File: config.mk
export PLATFORM = sky130hd
export DESIGN_NAME = chroma_decimator
export DESIGN_NICKNAME = d
export VERILOG_FILES = /design/src/rtl/chroma_decimator_pkg.sv /design/src/rtl/chroma_decimator_mult.sv /design/src/rtl/chroma_decimator.sv
export SDC_FILE = /design/constraint.sdc
export NUM_CORES = 1
export LEC_CHECK = 0
export CAP_MARGIN = 30
export CORE_ASPECT_RATIO = 0.6
export CORE_MARGIN = 2
export CORE_UTILIZATION = 59
export DETAILED_ROUTE_END_ITERATION = 10
export DONT_BUFFER_PORTS = 1
export PLACE_DENSITY_LB_ADDON = 0.05
export RECOVER_POWER = 50
export SLEW_MARGIN = 20
export SYNTH_ARGS = -nofsm -noshare
export SYNTH_HDL_FRONTEND = slang
export SYNTH_SLANG_ARGS = --single-unit
File: constraint.sdc
create_clock -name Clock -period 6.95 [get_ports Clock]
set_clock_uncertainty 0.15 [all_clocks]
set_input_delay 1.0425 -clock Clock [delete_from_list [all_inputs] [get_ports Clock]]
set_output_delay 1.0425 -clock Clock [all_outputs]
set_load 0.005 [all_outputs]
File: src/rtl/chroma_decimator_pkg.sv
// Shared constants and state encoding for the 2:1 horizontal chroma decimator.
package chroma_pkg;

    // Symmetric 5-tap low-pass coefficients (Q8) and the rounding offset.
    localparam int signed C_OUT = -16;
    localparam int signed C_MID = 72;
    localparam int signed C_CTR = 144;
    localparam int signed RND   = 128;

    typedef enum logic [2:0] {
        IDLE,
        LOAD,
        MAC0,
        MAC1,
        MAC2,
        EMIT
    } dec_state_t;

endpackage

File: src/rtl/chroma_decimator_mult.sv
// Unsigned 32x32 multiplier shared by all filter taps.
module Multiplier (
    input  logic [31:0] a_i,
    input  logic [31:0] b_i,
    output logic [63:0] p_o
);

    assign p_o = a_i * b_i;

endmodule

File: src/rtl/chroma_decimator.sv
// 2:1 horizontal chroma decimator: 5-tap symmetric low-pass, one output per input pair,
// edge samples replicated at both ends of each row.
module chroma_decimator
    import chroma_pkg::*;
#(
    parameter int unsigned ROW_LEN = 320,
    parameter int unsigned ACC_W   = 20
) (
    input  logic       Clock,
    input  logic       Resetn,
    input  logic       en,
    input  logic       flush,
    input  logic [7:0] in_data,
    input  logic       in_valid,
    output logic       in_ready,
    output logic [7:0] out_data,
    output logic       out_valid,
    input  logic       out_ready,
    output logic       row_done,
    output logic       busy
);

    localparam int unsigned N_OUT = ROW_LEN / 2;
    localparam int unsigned COL_W = (N_OUT > 1) ? $clog2(N_OUT) : 1;
    localparam logic [COL_W-1:0] COL_LAST = COL_W'(N_OUT - 1);

    // Coefficient magnitudes; the sign of the outer taps is applied when accumulating.
    localparam logic [31:0] K_OUT = 32'(-C_OUT);
    localparam logic [31:0] K_MID = 32'(C_MID);
    localparam logic [31:0] K_CTR = 32'(C_CTR);

    dec_state_t              state_q;
    logic [7:0]              w_q [5];
    logic [1:0]              need_q;
    logic [COL_W-1:0]        col_q;
    logic signed [ACC_W-1:0] acc_q;
    logic [7:0]              out_data_q;
    logic                    out_valid_q;
    logic                    row_done_q;

    logic [8:0]              p0;
    logic [8:0]              p1;
    logic [31:0]             mul_a;
    logic [31:0]             mul_b;
    logic [63:0]             mul_p;
    logic signed [ACC_W-1:0] prod_s;
    logic signed [ACC_W-1:0] sum_d;
    logic signed [ACC_W-1:0] shifted_d;
    logic [7:0]              clip_d;
    logic                    unused_hi;

    assign p0        = {1'b0, w_q[0]} + {1'b0, w_q[4]};
    assign p1        = {1'b0, w_q[1]} + {1'b0, w_q[3]};
    assign prod_s    = signed'(mul_p[ACC_W-1:0]);
    assign unused_hi = ^mul_p[63:ACC_W];

    assign in_ready  = (state_q == LOAD) && !flush;
    assign busy      = (state_q != IDLE);
    assign out_data  = out_data_q;
    assign out_valid = out_valid_q;
    assign row_done  = row_done_q;

    // Select the tap handled in the current MAC cycle for the shared multiplier.
    always_comb begin
        mul_a = '0;
        mul_b = '0;
        case (state_q)
            MAC0: begin mul_a = K_OUT; mul_b = 32'(p0);     end
            MAC1: begin mul_a = K_MID; mul_b = 32'(p1);     end
            MAC2: begin mul_a = K_CTR; mul_b = 32'(w_q[2]); end
            default: ;
        endcase
    end

    Multiplier u_mult (
        .a_i (mul_a),
        .b_i (mul_b),
        .p_o (mul_p)
    );

    // Final sum with rounding, arithmetic shift, then clip to 0..255.
    always_comb begin
        sum_d     = acc_q + prod_s + ACC_W'(RND);
        shifted_d = sum_d >>> 8;
        if (shifted_d[ACC_W-1])
            clip_d = '0;
        else if (|shifted_d[ACC_W-2:8])
            clip_d = '1;
        else
            clip_d = shifted_d[7:0];
    end

    // Row-sequencing FSM with window shift register, accumulator and registered outputs.
    always_ff @(posedge Clock or negedge Resetn) begin
        if (!Resetn) begin
            state_q     <= IDLE;
            w_q         <= '{default: '0};
            need_q      <= '0;
            col_q       <= '0;
            acc_q       <= '0;
            out_data_q  <= '0;
            out_valid_q <= 1'b0;
            row_done_q  <= 1'b0;
        end else begin
            row_done_q <= 1'b0;
            if (flush) begin
                state_q     <= IDLE;
                out_valid_q <= 1'b0;
            end else begin
                case (state_q)
                    IDLE: begin
                        if (en) begin
                            state_q <= LOAD;
                            need_q  <= 2'd3;
                            col_q   <= '0;
                        end
                    end
                    LOAD: begin
                        if (in_valid) begin
                            if (need_q == 2'd3) begin
                                // Left edge: x0 fills the whole window so the
                                // next two shifts leave {x0,x0,x0,x1,x2}.
                                w_q <= '{default: in_data};
                            end else if (need_q == 2'd1 && col_q == COL_LAST) begin
                                // Right edge: shift twice in one step, replicating
                                // the last sample into w[4] without extra latency.
                                w_q[0] <= w_q[2];
                                w_q[1] <= w_q[3];
                                w_q[2] <= w_q[4];
                                w_q[3] <= in_data;
                                w_q[4] <= in_data;
                            end else begin
                                w_q[0] <= w_q[1];
                                w_q[1] <= w_q[2];
                                w_q[2] <= w_q[3];
                                w_q[3] <= w_q[4];
                                w_q[4] <= in_data;
                            end
                            need_q <= need_q - 2'd1;
                            if (need_q == 2'd1)
                                state_q <= MAC0;
                        end
                    end
                    MAC0: begin
                        acc_q   <= '0 - prod_s;
                        state_q <= MAC1;
                    end
                    MAC1: begin
                        acc_q   <= acc_q + prod_s;
                        state_q <= MAC2;
                    end
                    MAC2: begin
                        out_data_q  <= clip_d;
                        out_valid_q <= 1'b1;
                        state_q     <= EMIT;
                    end
                    EMIT: begin
                        if (out_ready) begin
                            out_valid_q <= 1'b0;
                            if (col_q == COL_LAST) begin
                                row_done_q <= 1'b1;
                                col_q      <= '0;
                                need_q     <= 2'd3;
                                state_q    <= en ? LOAD : IDLE;
                            end else begin
                                col_q   <= col_q + COL_W'(1);
                                need_q  <= (col_q + COL_W'(1) == COL_LAST) ? 2'd1 : 2'd2;
                                state_q <= LOAD;
                            end
                        end
                    end
                    default: state_q <= IDLE;
                endcase
            end
        end
    end

endmodule

==> results of run 1 <==
cells in the mapped netlist (all sizes together) (18+ instances only):
cell	count
a211oi	42
a21oi	35
clkbuf	31
dfrtp	80
ha	79
inv	43
nand2	83
nor2	62
nor2b	35
o21ai	56
o31ai	30
xnor2	24
xor2	18
routing by layer:
layer	vias up	wire length, µm
met5	-	0
met4	0	419
met3	57	1480
met2	292	8980
met1	3238	9090
li1	3090	-
how the worst max path moves through the flow:
stage,from,end,slack (ns),cells past startpoint
finish,w_q[25],out_data[6],-0.12,32
detailed placement,w_q[8],out_data[1],-0.55,32
CTS,w_q[25],out_data[1],0.002,29
global route,w_q[1],out_data[4],-0.32,30
global placement,w_q[0],out_data[6],-0.27,30
floorplan,w_q[8],out_data[6],0.02,28
worst register-to-register path, delay by kind of cell (launching register included):
kind	cells	cell delay, ns
DFF	1	0.40
xor gates and xnor gates	2	0.39
buffers and inverters	5	0.56
and+or+nand+nor	6	0.90
adders and majority gates	7	2.35
AOI/OAI and AO/OA	12	2.24
state kept, by name, summed over array words and instances, names as in the netlist:
name       count
w_q           40
acc_q         17
col_q          8
out_data       8
state_q        3
need_q         2
out_valid      1
row_done       1
stage by stage:
step | hold WS, ns | setup TNS (ns) | std cells | util, % | cell area (µm²)
2_1_floorplan | 0.303 | 0 | 815 | - | 7110
3_3_place_gp | 0.317 | -2.12 | 1022 | 67.7 | 7800
3_5_place_dp | 0.327 | -4.25 | 1024 | 67.9 | 7830
4_1_cts | 0.233 | 0 | 1050 | 73.6 | 8480
5_1_grt | 0.223 | -2.63 | 1065 | 76.6 | 8830
6_report | 0.239 | -0.879 | 1065 | 76.6 | 8830
logic make-up after synthesis:
logic type,share of synthesized area [%]
buf+inv,4.09
fa+ha+maj,18.4
mux,3.00
compound gates,22.3
simple gates,18.7
flops,28.2
other cells,0.0529
xor+xnor,5.19
power breakdown:
| group | switching, mW | leakage, nW | internal, mW |
|---|---|---|---|
| combinational | 1.22 | 3.05 | 1.00 |
| clock | 0.213 | 0.132 | 0.255 |
| sequential | 0.178 | 1.01 | 0.649 |
cell type report:
type / count / area [µm²]
fillers: 787 / 2690
clock inverters: 5 / 41.3
well taps: 160 / 200
clock buffers: 11 / 243
repair buffers: 108 / 852
multi-input cells: 658 / 5330
inverters: 43 / 161
flip-flops and latches: 80 / 2000
repair_timing:
action	in CTS	in global routing
hold buffers	0	0
endpoints found under the setup margin	10	11
resized for setup	52	45
pin swaps	44	41
setup buffers	10	15
==> impl_summary.md, run 1 <==
Logic synthesis
The share of synthesized flip-flops with an asynchronous set or reset is 100%. Counting flops with a built-in enable in the synthesized netlist gives 0. The total of warnings raised by yosys is 0.

The cell area after synthesis is between 0.007 and 0.008 mm². Synthesis inferred 80 register bits. Summing the sequential cell areas from Yosys gives between 20 and 30% of the chip area. After synthesis, the netlist uses 66 different library cells.

The most used flip-flop cell after synthesis is sky130_fd_sc_hd__dfrtp_1. The library cell with the largest summed area after synthesis is sky130_fd_sc_hd__dfrtp_1. The portion of synthesized cell area occupied by the leading cell type is roughly 28%. The net count after synthesis is between 900 and 1000.

The average footprint of a synthesized cell is around 8.7 µm². The synthesized instance count is roughly 800. By area the synthesized netlist is led by sky130_fd_sc_hd__dfrtp_1 (28%), sky130_fd_sc_hd__ha_1 (14%), sky130_fd_sc_hd__fa_1 (4.5%).

Hold path
The path class of the tightest hold or removal check is in2async.

Clock network
TritonCTS built the clock tree. In this run, CTS created clock tree buffers numbering 9. The root buffer selected by CTS is sky130_fd_sc_hd__clkbuf_16. After clock tree synthesis, the clock-pin slew on the worst setup and hold paths is about 0.07 ns. For this design, the sink count on the clock tree is 80. For the worst-skew pair, the clock arrives at the later sink with an insertion delay of about 0.35 ns. The number of levels the H-tree was split into is 3. The buffer depth of the longest clock path is 2.

Drt
The DRC violation count after routing is 0. The routed wire length is 20.0 mm. After detailed routing, the average wire length per cell comes to between 15 and 20 µm. The number of iterations in the first detailed-routing pass is 5. Using the TritonRoute via totals, the vias-per-cell ratio works out to about 6.3. The number of nets with antenna violations after routing is 0. The first routing iteration left approximately 430 violations. Summing over every cut layer, the via total after detailed routing is 6677.

STA
The number of hold violations in the final report is 0. Across all setup checks in the final design, the least slack found is -0.122 ns. The final count of pins violating max slew was 0. At the pin with the least slew margin, the transition time is 0.892 ns. Setup repair after global routing could not meet its margin everywhere. The remaining max-slew budget at the tightest pin is between 40% and 50%. For the finished layout, the period the worst path requires is around 7 ns. The final worst-path cycle share is 102%. The setup-violating endpoint count in the final report is 8.

The upper clock frequency limit is roughly 140 MHz.

Global route
Global routing used between 20 and 30% of the available tracks across all layers. Entering global routing, the biggest net connects slightly above 80 pins. The initial antenna violation count is 0. The first global-routing pass estimated between 30 and 40 mm of wire. The global routing met2 resource utilization is between 40% and 50%.

The total congestion overflow after global routing is 0. In the global route stage, met3 resource usage came out at 4.69%. The number of global-route vias before repair is about 6200.

Global routing used 43.0% of the available met1 tracks. The most used routing layer is met2.

Run
The number of maximum-capacitance violations is 0.

Worst setup path
Counting stages on the worst path, the most repeated cell is sky130_fd_sc_hd__a21o_1. The highest-delay cell along the critical path is sky130_fd_sc_hd__fa_1. The worst register-to-register path begins at w_q[25]. The worst reg2reg path endpoint is out_data[6]. Broken down by cell family, the worst path's largest delay share belongs to adder cells. The maximum fanout encountered on the critical timing path is 8.

The required time of the critical path is 7.06 ns. STA classifies the critical path startpoint as a flop. The internal reg-to-reg setup slack is -0.12 ns. The kind of end point of the critical path is a flop. The number of cells on the worst reg-to-reg path is 32. The arrival time at the worst endpoint is between 7 and 8 ns. The category of the most critical setup path is reg2reg.

The buffering stage count on the worst path with inverters included is 5. The largest single stage delay on the critical path is 0.51 ns.

Placement
The number of port buffers is 0. Before CTS, the worst setup slack after placement is -0.545 ns. The congestion estimate from routability-driven global placement came to roughly 0.93.

The placed wire-length estimate after detailed placement is 13.5 mm.

Floorplanning
The core region is 0.0115 mm². The die covers approximately 0.013 mm². The starting density of the core is approximately three fifths.

The top-level I/O count is 26. The die span in y is about 89 µm. The number of rows in the core area is 30. The die outline width is approximately 150 µm.

Finish
The most common library cell in the layout ignoring fill and taps is sky130_fd_sc_hd__buf_4. The repair_antennas step left the layout with diodes totalling 0. The ratio of cells with drive above 1 in the final layout is about a quarter.

The area overhead of the layout relative to synthesis is 24.5%. In the final design database the tool counted just over 1000 nets. The top cell types in the final layout, fill and taps aside, are sky130_fd_sc_hd__buf_4 (102), sky130_fd_sc_hd__nand2_1 (80), sky130_fd_sc_hd__dfrtp_1 (80).

Power and ir drop
For this design the ratio of total power to cell area is 399 mW/mm². VDD sags by at most ~240 µV. The completed layout was analyzed and its total power is roughly 3.5 mW. The leakage power is between 4 and 5 nW.

Run status
The run finished, with violations left. The final reports fail on setup timing.
Note: power is estimated with default switching activity, not from simulation.
==> run 2: changes to the inputs <==
--- a/config.mk
+++ b/config.mk
@@ -8,7 +8,7 @@
 export CAP_MARGIN = 30
 export CORE_ASPECT_RATIO = 0.6
 export CORE_MARGIN = 2
-export CORE_UTILIZATION = 59
+export CORE_UTILIZATION = 40
 export DETAILED_ROUTE_END_ITERATION = 10
 export DONT_BUFFER_PORTS = 1
 export PLACE_DENSITY_LB_ADDON = 0.05
==> run 2 against run 1 <==
Compared with the run above:
- the run still ends with setup timing left
- sequential power decreased by 1%
- via count shrank 8.2%
- routed wire length fell by 6.0%
==> impl_summary.md, run 2 (synthesized netlist as in run 1, its figures left out) <==
Finish
The post-route netlist has about a quarter of its cells at a drive strength greater than 1. The number of nets at the end of the flow is just over 1000. The library cell used most frequently in the layout, excluding fill and tap cells, is sky130_fd_sc_hd__buf_4. The diode insertion count for antenna repair is 0. Counting the fill cells in the layout gives 1607. The largest registers in the layout are w_q x40, acc_q x17. The number of flip-flops in the largest register is 40. The sequential cells in the finished layout cover a total of ~0.002 mm².

The final core utilization is between 50% and 60%. The area growth from synthesis to layout is 24.9%. w_q holds more flip-flops than any other register. The finished cells cover 0.00886 mm².

The area of the multi-input gates is between 0.005 and 0.006 mm². Leaving out fill and tap cells, the most frequent cells in the layout are sky130_fd_sc_hd__buf_4 (101), sky130_fd_sc_hd__nand2_1 (81), sky130_fd_sc_hd__dfrtp_1 (80).

Drt
For this block, the initial DRC count from the detailed router was approximately 290. In the routed design, unresolved DRC markers number 0. The detail-routed via count per cell is approximately 5.4. The routed wire length is around 19 mm. The number of nets with antenna violations after routing is 0. The number of vias after detailed routing is just over 6000. The number of iterations in the first detailed-routing pass is 4.

The routed length per placed instance is around 17 µm.

STA
In the final timing run, aggregate negative setup slack is -0.612 ns. Setup repair after global routing could not meet its margin everywhere. The final worst setup slack is -0.0855 ns. Setup violations remaining at the end of the flow were counted as 8. Counting I/O delays and the setup requirement, the final critical path takes 7.04 ns. After layout, the worst path uses 101% of the clock period. The final count of pins violating max slew is 0. The remaining max-slew budget at the tightest pin is roughly two fifths. The number of hold violations in the final report is 0. For this run, the top clock speed supported by timing is 142 MHz. At the pin with the least slew margin, the transition time is approximately 0.9 ns.

Clock network
The root buffer cell chosen for the clock tree is sky130_fd_sc_hd__clkbuf_16. CTS built an H-tree with a depth of 3. No sink is reached through more buffers than the 2 on the longest clock path.

The clock-pin slew on the worst setup and hold paths is approximately 0.070 ns. Clock latency on the worst-skew pair, taken at its later pin, is 0.34 ns. The clock drives 80 sinks.

The CTS tree is done. The total CTS buffers is 9.

Power and ir drop
The final total power is between 3 and 4 mW. The worst-case vdd ir drop is around 220 µV. Summed over all cells, the static leakage comes to around 4.2 nW. Dividing total power by cell area gives a power density of between 300 and 400 mW/mm².

Worst setup path
The slowest stage of the critical path belongs to the cell sky130_fd_sc_hd__or4_4. The kind of end point of the critical path is a flop. The worst flop-to-flop path startpoint is w_q[9]. The critical path startpoint category is a flop. Measured in cells, the most critical reg-to-reg path has a length of 29. Following the worst setup path forward leads to its endpoint at out_data[3]. The worst reg2reg path endpoint is out_data[3]. In this run the worst path has a maximum fanout of 8.

Setup slack on the worst reg-to-reg path comes out at -0.09 ns. In this run the worst setup path begins at w_q[9]. For the worst setup path, the data required time is between 7 and 8 ns. The setup path with the least slack is of type reg2reg. The most numerous cell type found on the critical path is sky130_fd_sc_hd__a21o_1. In this design, the stage delay of the slowest critical-path cell is 0.50 ns. The arrival time at the worst endpoint is a little over 7 ns.

Floorplanning
The total die area is between 0.015 and 0.02 mm². The starting density of the core is 41.1%. The die outline width is ~180 µm.

Row generation in the floorplan step produced 37 rows. The floorplan core area is ~0.017 mm². The top-level I/O count is 26.

In this run the vertical extent of the chip is ~110 µm.

Placement
The final estimated routing congestion in global placement is 0.886. Summing all placed instances gives a cell area of between 0.008 and 0.009 mm². The setup slack at placement is -0.868 ns.

The HPWL after detailed placement is approximately 14 mm. In this run the tool buffered the top-level ports with 0 buffer cells.

Global route
The pin count of the biggest net entering global routing is between 80 and 90. The total congestion overflow after global routing is 0. The global-route usage over all layers is a little over a fifth. The number of global-route vias before repair was about 6100. The initial antenna violation count is 0. The first global-routing pass estimated approximately 31 mm of wire.

Run
The number of maximum-capacitance violations is 0.

Hold path
In this run the worst hold path is classified as in2async.

Run status
The run finished, with violations left. The final reports fail on setup timing.
## run 2: final cells by class
type / count / area share [%]
clock inverter: 5 / 0.720
clock buffer: 11 / 2.74
inverter: 43 / 1.82
tap: 234 / 3.30
sequential: 80 / 22.6
timing repair buffer: 107 / 9.53
multi-input combinational: 658 / 59.3
## run 2: per-layer routing
metal / GRT usage (%) / vias up / wire length, µm
met5: 0 / - / 0
met3: 3.58 / 14 / 500
li1: - / 3092 / -
met1: 32.7 / 2959 / 10700
met4: 3.60 / 0 / 165
met2: 29.9 / 63 / 7450
## run 2: metrics by stage
step,hold WS (ns),instances
2_1_floorplan,0.303,815
3_3_place_gp,0.318,1108
3_5_place_dp,0.326,1109
4_1_cts,0.229,1136
5_1_grt,0.224,1138
6_report,0.241,1138
## run 2: worst max-delay path, delay by kind of cell (launching register included)
| kind | cells | cell delay (ns) |
|---|---|---|
| adders and majority gates | 7 | 2.26 |
| DFF | 1 | 0.44 |
| AOI/OAI and AO/OA | 12 | 2.17 |
| xor gates and xnor gates | 1 | 0.13 |
| and+or+nand+nor | 5 | 1.31 |
| muxes | 1 | 0.18 |
| buffers and inverters | 3 | 0.26 |
## run 2: worst min-delay path by stage
| stage | end | cells past startpoint | start | slack (ns) |
|---|---|---|---|---|
| 6_report | col_q[3] | 0 | Resetn | 0.24 |
| 5_1_grt | col_q[4] | 0 | Resetn | 0.22 |
| 4_1_cts | need_q[0] | 0 | Resetn | 0.23 |
| 3_5_place_dp | w_q[35] | 2 | w_q[35] | 0.33 |
| 3_3_place_gp | w_q[35] | 2 | w_q[35] | 0.32 |
| 2_1_floorplan | w_q[32] | 2 | w_q[32] | 0.30 |
## run 2: power breakdown
part           leakage, nW  internal (mW)  switching (mW)
Combinational         3.03          0.980            1.13
Sequential            1.01          0.649           0.169
Clock                0.146          0.291           0.211
## run 2: repair_timing
item	4_1_cts	5_1_grt
setup buffers	11	3
hold buffers	0	0
endpoints found under the setup margin	11	9
pin swaps	59	25
resized for setup	69	14
